===== config.mk =====
export PLATFORM = sky130hd
export DESIGN_NAME = decode_pipe
export DESIGN_NICKNAME = d
export VERILOG_FILES = /design/src/rtl/decode_pipe.sv
export SDC_FILE = /design/constraint.sdc
export NUM_CORES = 1
export LEC_CHECK = 0
export ABC_AREA = 1
export BUFFER_PORTS_ARGS = -buffer_cell sky130_fd_sc_hd__clkbuf_2
export CAP_MARGIN = 5
export CELL_PAD_IN_SITES_DETAIL_PLACEMENT = 0
export CELL_PAD_IN_SITES_GLOBAL_PLACEMENT = 1
export CORE_AREA = 3 3 172 174
export DETAILED_ROUTE_END_ITERATION = 7
export DIE_AREA = 0 0 175 177
export PLACE_DENSITY_LB_ADDON = 0.1
export SLEW_MARGIN = 20
export SYNTH_ARGS = -nofsm -noshare
export SYNTH_HDL_FRONTEND = slang
export SYNTH_SLANG_ARGS = --single-unit
export TNS_END_PERCENT = 20

===== constraint.sdc =====
create_clock -name d_clk -period 2.1 [get_ports d_clk]
set_input_delay 0.21 -clock d_clk [delete_from_list [all_inputs] [get_ports d_clk]]
set_output_delay 0.21 -clock d_clk [all_outputs]
set_load 0.005 [all_outputs]

===== src/rtl/decode_pipe.sv =====
// decode_pipe: MIPS-style instruction decoder. The decode is combinational on
// the incoming word and captured into a one-entry output register backed by a
// one-entry skid register. Because of the skid entry, d_o_ready depends only on
// the registered state (and d_rst), never on d_i_ready.
module decode_pipe #(
  parameter int AWIDTH  = 5,
  parameter int DWIDTH  = 32,
  parameter int PCWIDTH = 32
) (
  input  logic               d_clk,
  input  logic               d_rst,
  input  logic               d_i_valid,
  output logic               d_o_ready,
  input  logic [31:0]        d_i_instr,
  input  logic [PCWIDTH-1:0] d_i_pc,
  input  logic               d_i_flush,
  output logic               d_o_valid,
  input  logic               d_i_ready,
  output logic [5:0]         d_o_opcode,
  output logic [5:0]         d_o_funct,
  output logic [4:0]         d_o_shamt,
  output logic [AWIDTH-1:0]  d_o_addr_rs,
  output logic [AWIDTH-1:0]  d_o_addr_rt,
  output logic [AWIDTH-1:0]  d_o_addr_rd,
  output logic [DWIDTH-1:0]  d_o_imm,
  output logic [25:0]        d_o_jaddr,
  output logic               d_o_wr_en,
  output logic [AWIDTH-1:0]  d_o_wr_addr,
  output logic               d_o_illegal,
  output logic [PCWIDTH-1:0] d_o_pc
);

  localparam logic [5:0] OP_RTYPE = 6'h00;
  localparam logic [5:0] OP_J     = 6'h02;
  localparam logic [5:0] OP_JAL   = 6'h03;
  localparam logic [5:0] OP_BEQ   = 6'h04;
  localparam logic [5:0] OP_BNE   = 6'h05;
  localparam logic [5:0] OP_ADDI  = 6'h08;
  localparam logic [5:0] OP_ADDIU = 6'h09;
  localparam logic [5:0] OP_SLTI  = 6'h0A;
  localparam logic [5:0] OP_SLTIU = 6'h0B;
  localparam logic [5:0] OP_ANDI  = 6'h0C;
  localparam logic [5:0] OP_ORI   = 6'h0D;
  localparam logic [5:0] OP_XORI  = 6'h0E;
  localparam logic [5:0] OP_LUI   = 6'h0F;
  localparam logic [5:0] OP_LW    = 6'h23;
  localparam logic [5:0] OP_SW    = 6'h2B;
  localparam logic [5:0] FN_JR    = 6'h08;

  // One decoded instruction as it travels through the output/skid registers.
  typedef struct packed {
    logic [5:0]         opcode;
    logic [5:0]         funct;
    logic [4:0]         shamt;
    logic [AWIDTH-1:0]  rs;
    logic [AWIDTH-1:0]  rt;
    logic [AWIDTH-1:0]  rd;
    logic [DWIDTH-1:0]  imm;
    logic [25:0]        jaddr;
    logic               wr_en;
    logic [AWIDTH-1:0]  wr_addr;
    logic               illegal;
    logic [PCWIDTH-1:0] pc;
  } bundle_t;

  typedef enum logic [1:0] {
    EMPTY = 2'd0,
    BUSY  = 2'd1,
    FULL  = 2'd2
  } state_t;

  // Immediate extension helpers.
  function automatic logic signed [DWIDTH-1:0] sext16(input logic signed [15:0] v);
    return DWIDTH'(v);
  endfunction

  function automatic logic [DWIDTH-1:0] zext16(input logic [15:0] v);
    return DWIDTH'(v);
  endfunction

  function automatic logic [DWIDTH-1:0] lui16(input logic [15:0] v);
    return DWIDTH'({v, 16'h0000});
  endfunction

  state_t            state;
  logic              vld_p1;
  bundle_t           out_p1;
  bundle_t           skid_p1;
  bundle_t           dec_p0;
  logic [5:0]        op_p0;
  logic [5:0]        fn_p0;
  logic              op_legal_p0;
  logic              fn_legal_p0;
  logic [AWIDTH-1:0] wa_p0;
  logic              in_fire;
  logic              out_fire;

  assign op_p0 = d_i_instr[31:26];
  assign fn_p0 = d_i_instr[5:0];

  // ---- stage p0: combinational decode of the presented instruction ----
  always_comb begin
    op_legal_p0 = 1'b0;
    case (op_p0)
      OP_RTYPE, OP_J, OP_JAL, OP_BEQ, OP_BNE, OP_ADDI, OP_ADDIU, OP_SLTI,
      OP_SLTIU, OP_ANDI, OP_ORI, OP_XORI, OP_LUI, OP_LW, OP_SW:
        op_legal_p0 = 1'b1;
      default: op_legal_p0 = 1'b0;
    endcase

    fn_legal_p0 = 1'b0;
    case (fn_p0)
      6'h00, 6'h02, 6'h03, 6'h08, 6'h20, 6'h21, 6'h22, 6'h23,
      6'h24, 6'h25, 6'h26, 6'h27, 6'h2A, 6'h2B:
        fn_legal_p0 = 1'b1;
      default: fn_legal_p0 = 1'b0;
    endcase

    wa_p0     = '0;
    dec_p0    = '0;
    dec_p0.pc = d_i_pc;

    if (!op_legal_p0 || ((op_p0 == OP_RTYPE) && !fn_legal_p0)) begin
      // Illegal words carry only their PC and the flag.
      dec_p0.illegal = 1'b1;
    end else begin
      dec_p0.opcode = op_p0;
      dec_p0.funct  = fn_p0;
      dec_p0.shamt  = d_i_instr[10:6];
      dec_p0.rs     = d_i_instr[25:21];
      dec_p0.rt     = d_i_instr[20:16];
      dec_p0.rd     = d_i_instr[15:11];

      case (op_p0)
        OP_ADDI, OP_ADDIU, OP_SLTI, OP_SLTIU, OP_LW, OP_SW, OP_BEQ, OP_BNE:
          dec_p0.imm = sext16(d_i_instr[15:0]);
        OP_ANDI, OP_ORI, OP_XORI:
          dec_p0.imm = zext16(d_i_instr[15:0]);
        OP_LUI:
          dec_p0.imm = lui16(d_i_instr[15:0]);
        default: dec_p0.imm = '0;
      endcase

      if ((op_p0 == OP_J) || (op_p0 == OP_JAL))
        dec_p0.jaddr = d_i_instr[25:0];

      case (op_p0)
        OP_RTYPE:
          wa_p0 = (fn_p0 == FN_JR) ? '0 : d_i_instr[15:11];
        OP_ADDI, OP_ADDIU, OP_SLTI, OP_SLTIU, OP_ANDI, OP_ORI, OP_XORI,
        OP_LUI, OP_LW:
          wa_p0 = d_i_instr[20:16];
        OP_JAL:
          wa_p0 = AWIDTH'(31);
        default: wa_p0 = '0;
      endcase

      // A write to register 0 is no write at all.
      dec_p0.wr_en   = |wa_p0;
      dec_p0.wr_addr = wa_p0;
    end
  end

  assign d_o_ready = !d_rst && (state != FULL);
  assign in_fire   = d_i_valid && d_o_ready;
  assign out_fire  = vld_p1 && d_i_ready;

  // ---- stage p1: output register with skid entry; reset and flush empty both ----
  always_ff @(posedge d_clk) begin
    if (d_rst || d_i_flush) begin
      state   <= EMPTY;
      vld_p1  <= 1'b0;
      out_p1  <= '0;
      skid_p1 <= '0;
    end else begin
      case (state)
        EMPTY: begin
          if (in_fire) begin
            out_p1 <= dec_p0;
            vld_p1 <= 1'b1;
            state  <= BUSY;
          end
        end
        BUSY: begin
          if (in_fire && out_fire) begin
            out_p1 <= dec_p0;
          end else if (in_fire) begin
            skid_p1 <= dec_p0;
            state   <= FULL;
          end else if (out_fire) begin
            out_p1 <= '0;
            vld_p1 <= 1'b0;
            state  <= EMPTY;
          end
        end
        FULL: begin
          if (out_fire) begin
            out_p1  <= skid_p1;
            skid_p1 <= '0;
            state   <= BUSY;
          end
        end
        default: begin
          state   <= EMPTY;
          vld_p1  <= 1'b0;
          out_p1  <= '0;
          skid_p1 <= '0;
        end
      endcase
    end
  end

  assign d_o_valid   = vld_p1;
  assign d_o_opcode  = out_p1.opcode;
  assign d_o_funct   = out_p1.funct;
  assign d_o_shamt   = out_p1.shamt;
  assign d_o_addr_rs = out_p1.rs;
  assign d_o_addr_rt = out_p1.rt;
  assign d_o_addr_rd = out_p1.rd;
  assign d_o_imm     = out_p1.imm;
  assign d_o_jaddr   = out_p1.jaddr;
  assign d_o_wr_en   = out_p1.wr_en;
  assign d_o_wr_addr = out_p1.wr_addr;
  assign d_o_illegal = out_p1.illegal;
  assign d_o_pc      = out_p1.pc;

endmodule

==> flow_metrics.tcl <==
set metrics [dict create \
    outcome "finished clean" \
    cts_inserted_buffers 30 \
    setup_ws_ps 93.6 \
    routed_wirelength_um 36300 \
    cp.required_ps 2580 \
    drtIter0Drc 976 \
    synth-warning-count 0 \
    multiInputGateArea_mm2 0.00518 \
    place_congestion 0.821 \
    grt_max_degree 97 \
    layout_common_cells "nand2_1, dfxtp_1, a21oi_1" \
    syn_avg_cell_area_um2 6.89 \
    die_w_um 175 \
    met3_usage_pct 3.82 \
    dpl_cell_area_mm2 0.0130 \
    path_max_fanout 5 \
    synthCells 1620 \
    dpl_worst_slack_ps -2.83 \
    antenna_left 0 \
    holdWs_ps 32.1 \
    clock_latency_ps 550 \
    hpwlAfterDp_um 23600 \
    yosysTopAreaCell "dfxtp_1" \
    ioPinCount 200 \
    area_growth_pct 27.5 \
    rows 61 \
    min_delay_path_depth 3 \
    tightest_slew_ps 507 \
    hold_path_class "input pin to flip-flop" \
    critPathArrivalTime_ps 2490 \
    p_per_area_mw_per_mm2 761 \
    use_met1_pct 33.7 \
    dieArea_mm2 0.0310 \
    routed_via_density 5.04 \
    cts_root_buffer "clkbuf_16" \
    cts_tree "yes" \
    port_buffers 199 \
    drive_above_1_share_pct 18.8 \
    post_drt_wl_per_cell_um 16.2 \
    grt_pass1_vias 10400 \
    firstDrtPassIters 5 \
    track_usage_pct 22.8 \
    grt_pass1_wl_um 57600 \
    final_cell_area_mm2 0.0142 \
    end_kind "flip-flop" \
    fin_skew_ps 9.99 \
    antenna_cells 0 \
    grt-ovfl-total 0 \
    fmaxAchievable_mhz 498 \
    cts_buffer_depth 3 \
    fin_crit_sh_pct 95.5 \
    final_core_util_pct 51.0 \
    cap_violations 0 \
    syn_area_mm2 0.0112 \
    final_common_cell "nand2_1" \
    ys_seq_elements 261 \
    vias 11300 \
    rr_worst_depth 10 \
    start_kind "input pin" \
    period_minus_slack_ps 2010 \
    nets 1914 \
    path_class "input pin to flip-flop" \
    start_util_pct 40.0 \
    clkTransAtPathRegs_ps 60 \
    peakVddDrop_mv 0.582 \
    antenna_found_initial 1 \
    rsz0062_at_grt "true" \
    finalHoldViolations 0 \
    nFillCells 2893 \
    final-seq-area_mm2 0.00523 \
    die_y_um 177 \
    slew_headroom_pct 66.2 \
    clock-sinks 261 \
    core-area_mm2 0.0279 \
    setup_viol 0 \
    grt_busiest_layer "met2" \
    yosysSeqAreaShare_pct 46.8 \
    htreeDepth 1 \
    synth_nets 1689 \
    synth.top_cell.area_share_pct 46.8 \
    leakagePower_nw 5.61 \
    grt_use_met2_pct 35.2 \
    slew_viol_final 0 \
    synth_area_leaders "dfxtp_1, nand2_1, a21oi_1, o21ai_0, nand3_1" \
    synth_cell_types 26 \
    drc 0 \
]
## power breakdown
group          total (mW)  internal [mW]  switching, mW
logic               0.981          0.343          0.638
clock network        4.85           2.83           2.02
registers            5.00           4.99         0.0177
total                10.8           8.16           2.67
## synthesized netlist by cell type
cell       count
nor3_1         2
o22ai_1        9
a211oi_1      26
o2111ai_1      1
a21oi_1      246
nand2_1      600
inv_1         79
buf_1          2
o21ai_4        1
a2111oi_0      1
o31ai_1        3
inv_2          8
dfxtp_1      261
o21ai_0       95
nand4_1        2
nor2_1        63
nor2_4         2
nand3_1       80
a22oi_1       13
o211ai_1       3
clkinv_1       1
nor2_2         3
buf_2         47
o211ai_2       1
clkbuf_1      69
nand2_2        2
## cell type report
cell class / instances / area share [%]
clock buffer: 48 / 6.18
tap: 378 / 3.32
sequential: 261 / 36.7
multi-input combinational: 1154 / 36.3
inverter: 88 / 2.43
clock inverter: 4 / 0.167
timing repair buffer: 310 / 14.9
## cells by family after synthesis
logic type / Yosys count / synth area share, %
simple gates: 754 / 26.5
buf+inv: 206 / 7.45
compound gates: 399 / 19.2
flops: 261 / 46.8
## state kept, by name, summed over array words and instances (netlist names)
name         flops
d_o_addr_rt      5
state            2
d_o_funct        6
d_o_imm         32
skid_p1        129
d_o_illegal      1
d_o_wr_en        1
d_o_pc          32
d_o_wr_addr      5
d_o_jaddr       26
d_o_shamt        5
d_o_opcode       6
d_o_addr_rs      5
d_o_valid        1
d_o_addr_rd      5
## path summary, 6_finish.rpt
| path | from | endpoint | slack [ps] |
|---|---|---|---|
| worst min-delay path | d_i_instr[15] | skid_p1[101]$_SDFFE_PP0P_ | 30 |
| worst max register to register | state[0]$_SDFFE_PP0P_ | d_o_pc[16]$_SDFFE_PP0P_ | 100 |
| worst min register to register | skid_p1[30]$_SDFFE_PP0P_ | skid_p1[30]$_SDFFE_PP0P_ | 450 |
| worst max-delay path | d_i_instr[29] | d_o_imm[0]$_SDFFE_PP0P_ | 90 |
## repair_timing
action / in CTS / in global routing
hold buffers: 31 / 0
setup endpoints to repair: 0 / 101
resized for setup: 0 / 20
buffers inserted: 0 / 1
hold endpoints to repair: 35 / 0
## metal layers
layer / vias to the layer above / wire (um)
met5: - / 0
met1: 5245 / 17400
li1: 5715 / -
met3: 33 / 2220
met4: 0 / 558
met2: 315 / 16100
## worst max-delay path, cell delays in order
cell and delay (ps):
dlygate4sd3_1 540, clkbuf_2 140, nor2_1 60, buf_4 140
nand3_1 60, o211ai_1 80, nand2_1 140, nand2_1 170
nor2_1 320, nand2_1 130, o21ai_0 180, buf_4 150
nand2_1 50, a21oi_1 120
## metrics by stage
stage / cells / power [mW] / TNS, ps
3_3_place_gp: 2158 / 6.04 / 0
5_1_grt: 2243 / 11.3 / -359
2_1_floorplan: 1620 / 5.60 / 0
6_report: 2243 / 10.8 / 0
4_1_cts: 2241 / 11.0 / 0
3_5_place_dp: 2158 / 6.04 / -2.83
Note: power is estimated with default switching activity, not from simulation.
